File: src/rtl/bp_be_ptw_pte_responder_if.sv
// Walker-side load port, flush and backing-memory port of the PTW PTE responder.
// slave = responder view, master = walker/memory view.
interface bp_be_ptw_pte_responder_if #(
  parameter int paddr_width_p      = 40,
  parameter int ptag_width_p       = 28,
  parameter int dcache_pkt_width_p = 86,
  parameter int dpath_width_p      = 64
);
  logic                          dcache_v_i;
  logic [dcache_pkt_width_p-1:0] dcache_pkt_i;
  logic                          dcache_rdy_o;
  logic [ptag_width_p-1:0]       dcache_ptag_i;
  logic                          dcache_ptag_v_i;
  logic                          dcache_v_o;
  logic [dpath_width_p-1:0]      dcache_data_o;
  logic                          flush_i;

  logic                          mem_v_o;
  logic [paddr_width_p-1:0]      mem_addr_o;
  logic                          mem_ready_i;
  logic                          mem_v_i;
  logic [63:0]                   mem_data_i;

  modport slave (
    input  dcache_v_i, dcache_pkt_i, dcache_ptag_i, dcache_ptag_v_i, flush_i,
           mem_ready_i, mem_v_i, mem_data_i,
    output dcache_rdy_o, dcache_v_o, dcache_data_o, mem_v_o, mem_addr_o
  );

  modport master (
    output dcache_v_i, dcache_pkt_i, dcache_ptag_i, dcache_ptag_v_i, flush_i,
           mem_ready_i, mem_v_i, mem_data_i,
    input  dcache_rdy_o, dcache_v_o, dcache_data_o, mem_v_o, mem_addr_o
  );
endinterface

File: src/rtl/bp_be_ptw_pte_responder.sv
// PTW PTE responder: fully-associative PTE buffer; hit data returned combinationally with the ptag, one cycle after accept.
// Backpressure: rdy low in stage 1, while a miss is pending and during flush; BP_BE_PTW_PTE_RESPONDER_PERF_EN adds hit/miss counters.
module bp_be_ptw_pte_responder #(
  parameter int paddr_width_p = 40,
  parameter int ptag_width_p  = 28,
  parameter int entries_p     = 4,
  parameter int dpath_width_p = 64
) (
  input  logic clk_i,
  input  logic reset_n_i,
  bp_be_ptw_pte_responder_if.slave bus
`ifdef BP_BE_PTW_PTE_RESPONDER_PERF_EN
  ,
  output logic [31:0] hit_cnt_o,
  output logic [31:0] miss_cnt_o
`endif
);

  localparam int lg_entries_lp       = (entries_p > 1) ? $clog2(entries_p) : 1;
  localparam int dword_addr_width_lp = paddr_width_p - 3;
  localparam int opcode_width_lp     = 5;
  localparam int pkt_width_lp        = opcode_width_lp + 12 + 64 + 5;

  localparam logic [opcode_width_lp-1:0] e_dcache_op_ld = 5'd3;

  localparam logic [1:0] e_ready     = 2'd0;
  localparam logic [1:0] e_miss_req  = 2'd1;
  localparam logic [1:0] e_miss_wait = 2'd2;

  // Packet layout, MSB first: opcode, page_offset[11:0], data[63:0], rd_addr[4:0].
  logic [opcode_width_lp-1:0] pkt_opcode;
  logic [11:0]                pkt_page_offset;
  logic                       unused_pkt;

  assign pkt_opcode      = bus.dcache_pkt_i[pkt_width_lp-1 -: opcode_width_lp];
  assign pkt_page_offset = bus.dcache_pkt_i[pkt_width_lp-opcode_width_lp-1 -: 12];
  assign unused_pkt      = ^{bus.dcache_pkt_i[68:0], pkt_page_offset[2:0]};

  logic [1:0]                     state_r, state_n;
  logic                           s1_v_r;
  logic [8:0]                     s1_dword_offset_r;
  logic                           poison_r, poison_n;
  logic [dword_addr_width_lp-1:0] miss_addr_r;
  logic [lg_entries_lp-1:0]       victim_r;

  logic [entries_p-1:0]                          valid_r;
  logic [entries_p-1:0][dword_addr_width_lp-1:0] tag_r;
  logic [entries_p-1:0][63:0]                    data_r;

  logic                           accept;
  logic [dword_addr_width_lp-1:0] s2_dword;
  logic                           s2_lookup, s2_hit, s2_miss;
  logic [entries_p-1:0]           lookup_hit_v, fill_hit_v;
  logic [lg_entries_lp-1:0]       hit_idx, fill_hit_idx, inv_idx, fill_idx;
  logic [63:0]                    hit_data;
  logic                           fill_v, fill_we, victim_adv;

  assign bus.dcache_rdy_o = reset_n_i & (state_r == e_ready) & ~s1_v_r & ~bus.flush_i;
  assign accept = bus.dcache_v_i & bus.dcache_rdy_o & (pkt_opcode == e_dcache_op_ld);

  // Bits [2:0] of the page offset never reach the compare: the buffer holds whole dwords.
  assign s2_dword  = {bus.dcache_ptag_i, s1_dword_offset_r};
  assign s2_lookup = s1_v_r & bus.dcache_ptag_v_i;

  always_comb begin
    lookup_hit_v = '0;
    fill_hit_v   = '0;
    for (int i = 0; i < entries_p; i++) begin
      lookup_hit_v[i] = valid_r[i] & (tag_r[i] == s2_dword);
      fill_hit_v[i]   = valid_r[i] & (tag_r[i] == miss_addr_r);
    end
  end

  // Descending scan so the lowest matching / invalid index wins.
  always_comb begin
    hit_idx      = '0;
    fill_hit_idx = '0;
    inv_idx      = '0;
    for (int i = entries_p - 1; i >= 0; i--) begin
      if (lookup_hit_v[i]) hit_idx      = lg_entries_lp'(i);
      if (fill_hit_v[i])   fill_hit_idx = lg_entries_lp'(i);
      if (!valid_r[i])     inv_idx      = lg_entries_lp'(i);
    end
  end

  assign hit_data = data_r[hit_idx];
  assign s2_hit   = s2_lookup & (|lookup_hit_v) & ~bus.flush_i;
  assign s2_miss  = s2_lookup & ~(|lookup_hit_v);

  assign bus.dcache_v_o    = s2_hit;
  assign bus.dcache_data_o = s2_hit ? dpath_width_p'(hit_data) : '0;

  assign bus.mem_v_o    = (state_r == e_miss_req);
  assign bus.mem_addr_o = {miss_addr_r, 3'b000};

  assign fill_v  = (state_r == e_miss_wait) & bus.mem_v_i;
  assign fill_we = fill_v & ~poison_r & ~bus.flush_i;

  // An existing copy of the address is overwritten rather than duplicated.
  always_comb begin
    fill_idx   = victim_r;
    victim_adv = 1'b0;
    if (|fill_hit_v) begin
      fill_idx = fill_hit_idx;
    end else if (!(&valid_r)) begin
      fill_idx = inv_idx;
    end else begin
      victim_adv = fill_we;
    end
  end

  always_comb begin
    state_n = state_r;
    case (state_r)
      e_ready:     if (s2_miss)         state_n = e_miss_req;
      e_miss_req:  if (bus.mem_ready_i) state_n = e_miss_wait;
      e_miss_wait: if (bus.mem_v_i)     state_n = e_ready;
      default:                          state_n = e_ready;
    endcase
  end

  // A flush while a miss is in flight makes the returning dword stale.
  always_comb begin
    poison_n = poison_r;
    if (bus.flush_i && (state_r != e_ready)) poison_n = 1'b1;
    if (fill_v)                              poison_n = 1'b0;
  end

  always_ff @(posedge clk_i or negedge reset_n_i) begin
    if (!reset_n_i) begin
      state_r           <= e_ready;
      s1_v_r            <= 1'b0;
      s1_dword_offset_r <= '0;
      poison_r          <= 1'b0;
      miss_addr_r       <= '0;
      victim_r          <= '0;
    end else begin
      state_r  <= state_n;
      poison_r <= poison_n;
      s1_v_r   <= accept;
      if (accept) s1_dword_offset_r <= pkt_page_offset[11:3];
      if (s2_miss) miss_addr_r <= s2_dword;
      if (victim_adv)
        victim_r <= (victim_r == lg_entries_lp'(entries_p - 1)) ? '0
                                                                : victim_r + lg_entries_lp'(1);
    end
  end

  always_ff @(posedge clk_i or negedge reset_n_i) begin
    if (!reset_n_i) begin
      valid_r <= '0;
      tag_r   <= '0;
      data_r  <= '0;
    end else begin
      if (bus.flush_i) begin
        valid_r <= '0;
      end else if (fill_we) begin
        valid_r[fill_idx] <= 1'b1;
      end
      if (fill_we) begin
        tag_r[fill_idx]  <= miss_addr_r;
        data_r[fill_idx] <= bus.mem_data_i;
      end
    end
  end

`ifdef BP_BE_PTW_PTE_RESPONDER_PERF_EN
  logic [31:0] hit_cnt_r, miss_cnt_r;

  always_ff @(posedge clk_i or negedge reset_n_i) begin
    if (!reset_n_i) begin
      hit_cnt_r  <= '0;
      miss_cnt_r <= '0;
    end else begin
      if (s2_hit && (hit_cnt_r != 32'hFFFF_FFFF))   hit_cnt_r  <= hit_cnt_r + 32'd1;
      if (s2_miss && (miss_cnt_r != 32'hFFFF_FFFF)) miss_cnt_r <= miss_cnt_r + 32'd1;
    end
  end

  assign hit_cnt_o  = hit_cnt_r;
  assign miss_cnt_o = miss_cnt_r;
`endif

endmodule

File: src/flat_wrapper.sv
// flat-port wrapper written by rule: the top's interface ports become plain ports
module bp_be_ptw_pte_responder_flat 
#(
  parameter int paddr_width_p = 40,
  parameter int ptag_width_p  = 28,
  parameter int entries_p     = 4,
  parameter int dpath_width_p = 64
)
  (clk_i, reset_n_i, bus_dcache_v_i, bus_dcache_pkt_i, bus_dcache_ptag_i, bus_dcache_ptag_v_i, bus_flush_i, bus_mem_ready_i, bus_mem_v_i, bus_mem_data_i, bus_dcache_rdy_o, bus_dcache_v_o, bus_dcache_data_o, bus_mem_v_o, bus_mem_addr_o);
  bp_be_ptw_pte_responder_if #(.paddr_width_p(paddr_width_p), .ptag_width_p(ptag_width_p), .dpath_width_p(dpath_width_p)) bus_i ();
  input  logic clk_i;
  input  logic reset_n_i;
  input wire logic [$bits(bus_i.dcache_v_i)-1:0] bus_dcache_v_i;
  input wire logic [$bits(bus_i.dcache_pkt_i)-1:0] bus_dcache_pkt_i;
  input wire logic [$bits(bus_i.dcache_ptag_i)-1:0] bus_dcache_ptag_i;
  input wire logic [$bits(bus_i.dcache_ptag_v_i)-1:0] bus_dcache_ptag_v_i;
  input wire logic [$bits(bus_i.flush_i)-1:0] bus_flush_i;
  input wire logic [$bits(bus_i.mem_ready_i)-1:0] bus_mem_ready_i;
  input wire logic [$bits(bus_i.mem_v_i)-1:0] bus_mem_v_i;
  input wire logic [$bits(bus_i.mem_data_i)-1:0] bus_mem_data_i;
  output wire logic [$bits(bus_i.dcache_rdy_o)-1:0] bus_dcache_rdy_o;
  output wire logic [$bits(bus_i.dcache_v_o)-1:0] bus_dcache_v_o;
  output wire logic [$bits(bus_i.dcache_data_o)-1:0] bus_dcache_data_o;
  output wire logic [$bits(bus_i.mem_v_o)-1:0] bus_mem_v_o;
  output wire logic [$bits(bus_i.mem_addr_o)-1:0] bus_mem_addr_o;
  assign bus_i.dcache_v_i = bus_dcache_v_i;
  assign bus_i.dcache_pkt_i = bus_dcache_pkt_i;
  assign bus_i.dcache_ptag_i = bus_dcache_ptag_i;
  assign bus_i.dcache_ptag_v_i = bus_dcache_ptag_v_i;
  assign bus_i.flush_i = bus_flush_i;
  assign bus_i.mem_ready_i = bus_mem_ready_i;
  assign bus_i.mem_v_i = bus_mem_v_i;
  assign bus_i.mem_data_i = bus_mem_data_i;
  assign bus_dcache_rdy_o = bus_i.dcache_rdy_o;
  assign bus_dcache_v_o = bus_i.dcache_v_o;
  assign bus_dcache_data_o = bus_i.dcache_data_o;
  assign bus_mem_v_o = bus_i.mem_v_o;
  assign bus_mem_addr_o = bus_i.mem_addr_o;
  bp_be_ptw_pte_responder #(.paddr_width_p(paddr_width_p), .ptag_width_p(ptag_width_p), .entries_p(entries_p), .dpath_width_p(dpath_width_p)) u_core (.clk_i(clk_i), .reset_n_i(reset_n_i), .bus(bus_i));
endmodule
File: config.mk
export PLATFORM = sky130hd
export DESIGN_NAME = bp_be_ptw_pte_responder_flat
export DESIGN_NICKNAME = d
export VERILOG_FILES = /design/src/rtl/bp_be_ptw_pte_responder_if.sv /design/src/rtl/bp_be_ptw_pte_responder.sv /design/src/flat_wrapper.sv
export SDC_FILE = /design/constraint.sdc
export NUM_CORES = 1
export LEC_CHECK = 0
export CAP_MARGIN = 15
export CORE_UTILIZATION = 56
export CTS_CLUSTER_DIAMETER = 40
export CTS_CLUSTER_SIZE = 16
export DETAILED_ROUTE_END_ITERATION = 16
export GPL_TIMING_DRIVEN = 0
export PLACE_DENSITY = 0.8
export SLEW_MARGIN = 20
export SYNTH_ARGS = -nofsm -noshare
export SYNTH_HDL_FRONTEND = slang
export SYNTH_SLANG_ARGS = --single-unit
File: constraint.sdc
create_clock -name clk_i -period 4.34 [get_ports clk_i]
set_clock_uncertainty 0.15 [all_clocks]
set_input_delay 0.868 -clock clk_i [delete_from_list [all_inputs] [get_ports clk_i]]
set_output_delay 0.868 -clock clk_i [all_outputs]
set_load 0.1 [all_outputs]
==> results.md <==
* Failing checks: setup timing
* FMAX at 211 MHz
* Setup violators final at 65
* Hold_ws at 0.121 ns
* GR Util met1 at 46.9%
* R2R cell count at 11
* Largest cells by area after synthesis: dfrtp_1 (49%), mux2_2 (11%), mux2_4 (10%)
* Top_reg_cell synth: dfrtp_1
* Outcome: finished with violations
* Final Hold Fails at 0
* Switching Power at 2.94 mW
* First-pass GRT wire length at 113000 microns
* Multi-input gate area at 13000 sq um
* R2R Setup Slk at 0.14 ns
* Port bufs at 189
* Synth Instances at 1836
* Max-capacitance violation count at 0
* Synth cell types at 44
* Crit path required time at 3.32 ns
* Yosys reg bits at 460
* Most frequent cells in the layout: dfrtp_1 (448), mux2_2 (239), mux2_4 (159)
* Post-layout min period at 4.75 ns
* Leakage power at 15.4 nW
* Top-area cell type share of the netlist area at 48.7%
* Number of synthesized flops with an enable pin at 0
* 1st-pass router iterations at 5
* Number of remaining DRC errors at 0
* Critical Path Source: bus_dcache_ptag_i[1]
* Met3 usage at 6.38%
* Int Power at 8.79 mW
* R2R Path End: u_core.tag_r[25]$_DFFE_PN0P_
* Finished Layout Cells at 2737
* Number of H-tree levels at 3
* Fraction of registers with async set/reset at 100%
* Starting Density at 57.4%
* Clock net sink count at 460
* Share of layout cells above drive strength 1 at 46.2%
* Syn. warnings at 0
* Antenna violations before repair at 2
* Worst hold path type: input pin to async pin
* Final ANT Viol Nets at 0
* Die ar. at 43000 sq um
* Setup Crit Path Kind: input pin to output pin
* Relative slew slack at 26.0%
* FF+latch area at 11500 sq um
* Layout area overhead at 37.5%
* Crit path DAT at 3.73 ns
* Fin. max-slew vios at 0
* Cell Chain, Critical Path: clkbuf_2 > xnor2_2 > nand4_1 > nor4_2 > nand4_1 > buf_6 > nor2b_4 > o21ai_4 > buf_12 > buf_12 > mux2i_2 > a211oi_4 > buf_12
* Startpoint types: input pin
* Synthesized area at 23600 sq um
* Most Used Layer, Global Route: met2
* Worst Tran Pin Value at 1.11 ns
* Clock power frac at 54.3%
* Syn Area/Cell at 12.9 sq um
* Tot GR Track Use at 35.4%
* Worst setup margin at -0.407 ns
* Max IR drop VDD at 0.000372 V
* Vias in the first global route at 17613
* Crit-path most repeated cell: buf_12
* Crit Reg-Reg Startpoint: u_core.miss_addr_r[0]$_DFFE_PN0P_
* Met2 Track Usage GR at 57.4%
* Clock slew seen by the registers of the worst setup and hold paths at 0.05 ns
* Slowest cell on the critical path: nor4_2
* Final Net Count at 2331
* Die Y at 207 microns
* # rows at 74
* Largest net degree at the start of global routing at 106
* Yosys top cell by area: dfrtp_1
* Setup crit end kind: output pin
* # placed instances at 2565
* Most common cell after layout, fill and taps aside: dfrtp_1
* I/O pins at 292
* Max clock buf depth at 3
* Initial drt markers at 1324
* Routability Congestion at 0.991
* Routed length per instance at 28.9 microns
* DP HPWL at 50800 microns
* Final Cycle Share at 109%
* GRT overflow at 0
* Crit Path Max Fanout at 7
* Comb power frac at 7.8%
* Clock buffer count from CTS at 73
* Die Span X at 207 microns
* Sequential fraction of the synthesis area at 48.7%
* Via count at 16821
* Core Region at 41200 sq um
* Root Driver: clkbuf_16
* RSZ-0062 raised after global routing: yes
* Filler Cell Count at 2277
* Sw Ratio at 25.1%
* Flop pwr share at 37.8%
* WL final at 79200 microns
* Pwr Density at 361 nW/um^2
* CP peak stage delay at 0.43 ns
* Clock Latency Late Sink at 0.62 ns
* Avg Vias per Cell at 6.15
* CTS tree: done
## critical path: cells and delay by family
family | cells | cell delay, ns
and+or+nand+nor | 4 | 1.07
buffers and inverters | 5 | 0.91
AOI/OAI and AO/OA | 2 | 0.46
xor gates and xnor gates | 1 | 0.21
muxes | 1 | 0.18
## cells by family (layout without fill, tap and decap cells)
group,after synthesis,after routing,synth area share (%)
other,1,4,0.0159
adders and majority gates,1,1,0.0529
xor gates and xnor gates,283,283,10.5
DFF,460,460,48.7
and+or+nand+nor,238,239,5.71
buffers and inverters,189,554,4.02
muxes,500,500,26.0
AOI/OAI and AO/OA,164,164,5.02
## power groups by stage
stage | Clock [mW] | Combinational [mW] | Sequential (mW)
6_report | 6.38 | 0.919 | 4.44
5_1_grt | 6.60 | 0.961 | 4.44
4_1_cts | 6.36 | 0.889 | 4.43
3_5_place_dp | 0 | 0.862 | 4.48
3_3_place_gp | 0 | 0.836 | 4.48
2_1_floorplan | 0 | 0.355 | 4.58
## sequential cells by signal, summed over array words and instances (netlist names)
| name | count |
|---|---|
| u_core.state_r | 2 |
| u_core.s1_dword_offset_r | 9 |
| u_core.victim_r | 2 |
| u_core.miss_addr_r | 37 |
| u_core.s1_v_r | 1 |
| u_core.tag_r | 148 |
| u_core.valid_r | 4 |
| u_core.data_r | 256 |
| u_core.poison_r | 1 |
## Yosys cell counts, types with 2 or more instances
library cell,n
dfrtp_1,460
mux2_2,239
xnor2_1,167
mux2_4,159
a211oi_1,128
xor2_1,116
clkbuf_1,85
mux2i_1,69
and2_1,64
nand4_1,53
nand2_1,45
buf_2,43
nor4_1,41
mux2_1,33
inv_1,22
buf_6,18
nor2_1,15
o21ai_0,15
buf_4,14
buf_1,6
nand2b_1,6
a21oi_1,4
nor2b_1,4
o22ai_1,4
nand3_1,3
o221ai_1,3
a21o_1,2
o21ai_1,2
## area by class of cell
type	count	share of cell area, %
Tap cell	532	2.05
Multi-Input combinational cell	1190	40.0
Timing Repair Buffer	241	9.77
Antenna cell	1	0.00770
Buffer	156	4.26
Sequential cell	460	35.5
Clock buffer	85	6.11
Inverter	23	0.266
Clock inverter	49	2.04
## per-layer routing
metal / part of all wire (%) / up-vias / routed length, microns
li1: - / 7042 / -
met1: 41 / 8887 / 32500
met2: 48 / 705 / 38300
met3: 6.0 / 185 / 4770
met4: 4.4 / 2 / 3520
met5: 0.014 / - / 11
## worst max path at each step
| stage | cells after the start | end | slack [ns] |
|---|---|---|---|
| 6_report | 13 | bus_dcache_data_o[20] | -0.41 |
| 5_1_grt | 13 | bus_dcache_data_o[20] | -0.36 |
| 4_1_cts | 11 | bus_dcache_data_o[61] | -0.23 |
| 3_5_place_dp | 11 | bus_dcache_data_o[61] | -2.34 |
| 3_3_place_gp | 1 | u_core.data_r[73]$_DFFE_PN0P_ | -18.03 |
| 2_1_floorplan | 11 | bus_dcache_data_o[10] | -0.04 |
## what timing repair did
item,CTS,global route
gates resized for setup,757,136
hold buffers,1,0
pin swaps,53,45
hold endpoints to repair,21,0
buffers inserted,26,8
endpoints found under the setup margin,66,65
gates cloned,5,7
## through the flow
| stage | setup TNS [ns] | utilization [%] | worst slack (ns) | total power [mW] | instance area [sq um] |
|---|---|---|---|---|---|
| after detailed placement | -143.60 | 66.5 | -2.34 | 5.34 | 27400 |
| after global placement | -8591.75 | 66.1 | -18.03 | 5.32 | 27200 |
| final | -19.87 | 78.9 | -0.407 | 11.7 | 32500 |
| after CTS | -11.06 | 77.0 | -0.234 | 11.7 | 31700 |
| after floorplan | -2.62 | - | -0.0439 | 4.94 | 24700 |
| after global routing | -17.45 | 78.9 | -0.362 | 12.0 | 32500 |
Power figures use the tool's default switching activity.
